**src/rtl/fpu_issue_sequencer.sv**
```systemverilog
// Issue sequencer for variable-latency FPU ops in the EX/MEM stage: classifies latency,
// stalls upstream while an op is in flight and emits a one-cycle float-register writeback.
module fpu_issue_sequencer #(
  parameter int LAT_ADD  = 2,
  parameter int LAT_MUL  = 3,
  parameter int LAT_DIV  = 10,
  parameter int LAT_SQRT = 12,
  parameter int LAT_CVT  = 2
) (
  input  logic        clk,
  input  logic        rst_n,
  input  logic        issue_valid,
  input  logic [4:0]  selFPU,
  input  logic [4:0]  rd,
  input  logic        flush,
  input  logic [31:0] fpu_result,
  output logic        op_latch,
  output logic        stall,
  output logic        busy,
  output logic        wb_valid,
  output logic [4:0]  wb_rd,
  output logic [31:0] wb_data
);

  // Handshake: an op transfers in any cycle where issue_valid=1 and stall=0 and flush=0;
  // while stall=1 upstream keeps the same op presented and it is not consumed.
  typedef enum logic {
    IDLE = 1'b0,
    BUSY = 1'b1
  } state_t;

  state_t      state;
  logic [3:0]  cnt;
  logic [4:0]  pendRd;
  logic [3:0]  opLat;
  logic        cntZero;
  logic        multiCycle;
  logic        accept;
  logic        complete;

  function automatic logic [3:0] latencyOf(input logic [4:0] sel);
    case (sel)
      5'd0, 5'd1: latencyOf = 4'(LAT_ADD);
      5'd6:       latencyOf = 4'(LAT_MUL);
      5'd7:       latencyOf = 4'(LAT_DIV);
      5'd8:       latencyOf = 4'(LAT_SQRT);
      5'd14:      latencyOf = 4'(LAT_CVT);
      default:    latencyOf = 4'd1;
    endcase
  endfunction

  always_comb begin
    opLat      = latencyOf(selFPU);
    cntZero    = (cnt == 4'd0);
    multiCycle = (opLat > 4'd1);
    accept     = rst_n & issue_valid & ~flush & ((state == IDLE) | cntZero);
    complete   = (state == BUSY) & cntZero & ~flush;
    stall      = rst_n & ~flush & ((accept & multiCycle) | ((state == BUSY) & ~cntZero));
    op_latch   = accept;
    busy       = (state == BUSY);
  end

  always_ff @(posedge clk or negedge rst_n) begin
    if (!rst_n) begin
      state    <= IDLE;
      cnt      <= 4'd0;
      pendRd   <= 5'd0;
      wb_valid <= 1'b0;
      wb_rd    <= 5'd0;
      wb_data  <= 32'd0;
    end else begin
      wb_valid <= 1'b0;
      if (flush) begin
        state <= IDLE;
        cnt   <= 4'd0;
      end else begin
        if ((state == BUSY) && !cntZero) begin
          cnt <= cnt - 4'd1;
        end
        if (complete) begin
          wb_valid <= 1'b1;
          wb_rd    <= pendRd;
          wb_data  <= fpu_result;
          state    <= IDLE;
        end
        if (accept) begin
          if (multiCycle) begin
            state  <= BUSY;
            cnt    <= opLat - 4'd2;
            pendRd <= rd;
          end else if (complete) begin
            // The writeback port is taken this cycle, so a single-cycle op arriving in a
            // completion cycle is held one cycle and retires through the BUSY/cnt==0 path.
            state  <= BUSY;
            cnt    <= 4'd0;
            pendRd <= rd;
          end else begin
            wb_valid <= 1'b1;
            wb_rd    <= rd;
            wb_data  <= fpu_result;
            state    <= IDLE;
          end
        end
      end
    end
  end

endmodule

```
**config.mk**
```make
export PLATFORM = sky130hd
export DESIGN_NAME = fpu_issue_sequencer
export DESIGN_NICKNAME = d
export VERILOG_FILES = /design/src/rtl/fpu_issue_sequencer.sv
export SDC_FILE = /design/constraint.sdc
export NUM_CORES = 1
export LEC_CHECK = 0
export ABC_AREA = 0
export BUFFER_PORTS_ARGS = -buffer_cell sky130_fd_sc_hd__clkbuf_2
export CORE_AREA = 3 3 92 94
export DETAILED_ROUTE_END_ITERATION = 12
export DIE_AREA = 0 0 95 97
export HOLD_SLACK_MARGIN = 0.1
export PLACE_DENSITY = 0.62
export SYNTH_ARGS = -nofsm -noshare
export SYNTH_HDL_FRONTEND = slang
export SYNTH_SLANG_ARGS = --single-unit
```
**constraint.sdc**
```tcl
create_clock -name clk -period 3.55 [get_ports clk]
set_clock_uncertainty 0.2 [all_clocks]
set_input_delay 0.1775 -clock clk [delete_from_list [all_inputs] [get_ports clk]]
set_output_delay 0.1775 -clock clk [all_outputs]
set_load 0.005 [all_outputs]
```
==> metrics.cfg <==
[cts]
h-tree-depth=2
cts-resized-gates=0
cts_buffer_depth=2
cts.sinks=48
clkTransAtPathRegs_ns=0.09
clk_latency_ns=0.29
cts_buffers=5
cts_root_buffer=clkbuf_8
cts_tree=built

[setup_path]
crit_buf_inv=2
path_cells=inv_1 -> ha_1 -> or3b_4 -> and2_4 -> o32a_2 -> inv_1 -> o22a_1
end_kind=flip-flop
cp.depth=7
rrSetupSlack_ns=0.61
timing.rr.start=cnt[0]
cp-start-kind=flip-flop
critPathMaxStageDelay_ns=0.87
r2r_cells=7
cp_common_cell=inv_1
r2r-end=wb_rd[1]
crit_fanout=33
crit_type=reg2reg
worstPathArrival_ns=2.92
path_delay_family=compound AO/OA/AOI/OAI gates
cp_slowest_cell=o32a_2
critical_path_required_ns=3.53

[synth]
synth.most_common_cell=dfrtp_1
synthXorXnorAreaFrac=0.0115
yosysSeqAreaShare=0.527
synth_area_leaders=dfrtp_1, mux2_4, o22a_1, mux2_2, buf_12
synth_mux_area_frac=0.232
synth-compound-area-share=0.0939
synth-simple-area-share=0.0768
synthCells=155
synth_warnings=0
synth_top_family_by_area=multiplexers
ys_ff_latch=48
ys_top_cells_by_count=dfrtp_1, mux2_4, o22a_1
syn_avg_cell_area_um2=14.7
synthesis.area_mm2=0.00228
synth_ff_type=dfrtp_1
synthAdderAreaFrac=0.0110
synth_top_area_frac=0.527
synth_nets=203
ys_types=35
async_flop_share=1.00
synth_edf_count=0
synth_area_leader_cell=dfrtp_1

[power]
ir_drop_v=0.000279
cellPowerDensity_mw_per_mm2=471
power.static_leakage_nw=1.60

[sta]
worst_pin_slew_ns=1.08
setup_violations=0
rsz0062_at_grt=no
fin_crit_ns=2.94
slew_viol_final=0
period_share=0.828
clock.fmax_mhz=340
timing.final.ws_setup_ns=0.611
slew_headroom=0.277
finalSetupTns_ns=0
hold_viol=0

[hold_path]
hp-start=selFPU[3]
hold_depth=4
holdPathEnd=cnt[1]
hold_path_class=in2reg

[grt]
antenna_found_initial=0
grt_pass1_vias=1930
grt_max_degree=50
grt_pass1_wl_um=9070
track_usage=0.123
overflow=0

[detailed_routing]
wl_per_cell_um=14.2
drt_wl_total_um=5480
ant_nets=0
remaining_drc_errors=0
drtPass1Iterations=4
routed-via-count=1751
vias_per_cell=4.55
drt_iter0_drc=70

[place]
dp_worst_setup_slack_ns=0.575
port_buffers=86
dpl_cell_area_mm2=0.00275
gp_congestion=0.758
place_hpwl_um=3640

[finish]
layout-drive-gt1-share=0.498
fillers=715
fin_area_mm2=0.00329
syn_to_final_growth_pct=44.3
nets=330
post-route-util=0.426
n_antenna_cell=0

[die]
dieArea_mm2=0.00922
start_util=0.295
rows=32
die_h_um=97
fp.dieW_um=95
core_mm2=0.00773
num_io_pins=87

[run]
maxCapViolCount=0

[status]
status=finished, final reports clean

## cells by family (layout without fill, tap and decap cells)
group / count (synthesis) / count (layout)
DFF: 48 / 48
and+or+nand+nor: 24 / 24
xor gates and xnor gates: 3 / 3
muxes: 37 / 37
adders and majority gates: 2 / 2
AOI/OAI and AO/OA: 29 / 29
buffers and inverters: 12 / 140
## what timing repair did
action                                  CTS  global route
hold endpoints to repair                 95             0
buffers inserted                          0             0
endpoints found under the setup margin    0             0
hold buffers                             42             0
## layout make-up
type / instances / area, um2 / share of cell area
clock inverters: 2 / 38.8 / 0.0118
repair buffers: 129 / 858 / 0.261
clock buffers: 6 / 82.6 / 0.0251
inverters: 3 / 11.3 / 0.00342
flip-flops and latches: 48 / 1200 / 0.365
multi-input cells: 95 / 971 / 0.295
well taps: 102 / 128 / 0.0388
## how the worst max path moves through the flow
stage,start,endpoint,slack [ns]
5_1_grt,cnt[0],wb_rd[1],0.36
3_3_place_gp,cnt[0],wb_rd[1],0.69
4_1_cts,cnt[0],wb_rd[1],0.55
2_1_floorplan,cnt[0],wb_data[10],1.01
3_5_place_dp,cnt[0],wb_rd[1],0.57
6_report,cnt[0],wb_rd[1],0.61
## registers in the layout, indices dropped and copies added (netlist names)
signal	cells
wb_data	32
busy	1
pendRd	5
wb_valid	1
wb_rd	5
cnt	4
## power by group
part	total [mW]	internal, mW	leakage (nW)	switching, mW
Combinational	0.401	0.264	0.962	0.136
Sequential	0.735	0.666	0.575	0.0692
Clock	0.414	0.231	0.0614	0.184
Total	1.55	1.16	1.60	0.389
## worst min-delay path: stages
cell       delay (ns)
clkbuf_2         0.13
nand3_1          0.11
o2bb2ai_1        0.12
a221oi_1         0.09
## per-stage QoR
step / hold WS (ns) / instances / power, mW
floorplan: -0.318 / 155 / 0.941
global placement: 0.164 / 335 / 1.10
detailed placement: 0.159 / 335 / 1.11
CTS: 0.166 / 385 / 1.57
global route: 0.185 / 385 / 1.65
finish: 0.187 / 385 / 1.55
## layer usage
metal	track usage	part of all wire	vias to the layer above	wire, um
li1	-	-	825	-
met1	0.148	0.42	858	2300
met2	0.210	0.51	57	2790
met3	0.0342	0.053	11	292
met4	0.0355	0.017	0	91
met5	0	0	-	0
## cell usage in the layout, fill, tap and decap left out, types with 3 or more instances in the layout
cell	count
a21oi_1	7
clkbuf_2	86
clkbuf_8	6
dfrtp_1	48
dlygate4sd3_1	42
inv_1	3
mux2_2	7
mux2_4	30
nand2_1	3
o21ai_0	3
o22a_1	10
xnor2_1	3
Power figures use the tool's default switching activity.
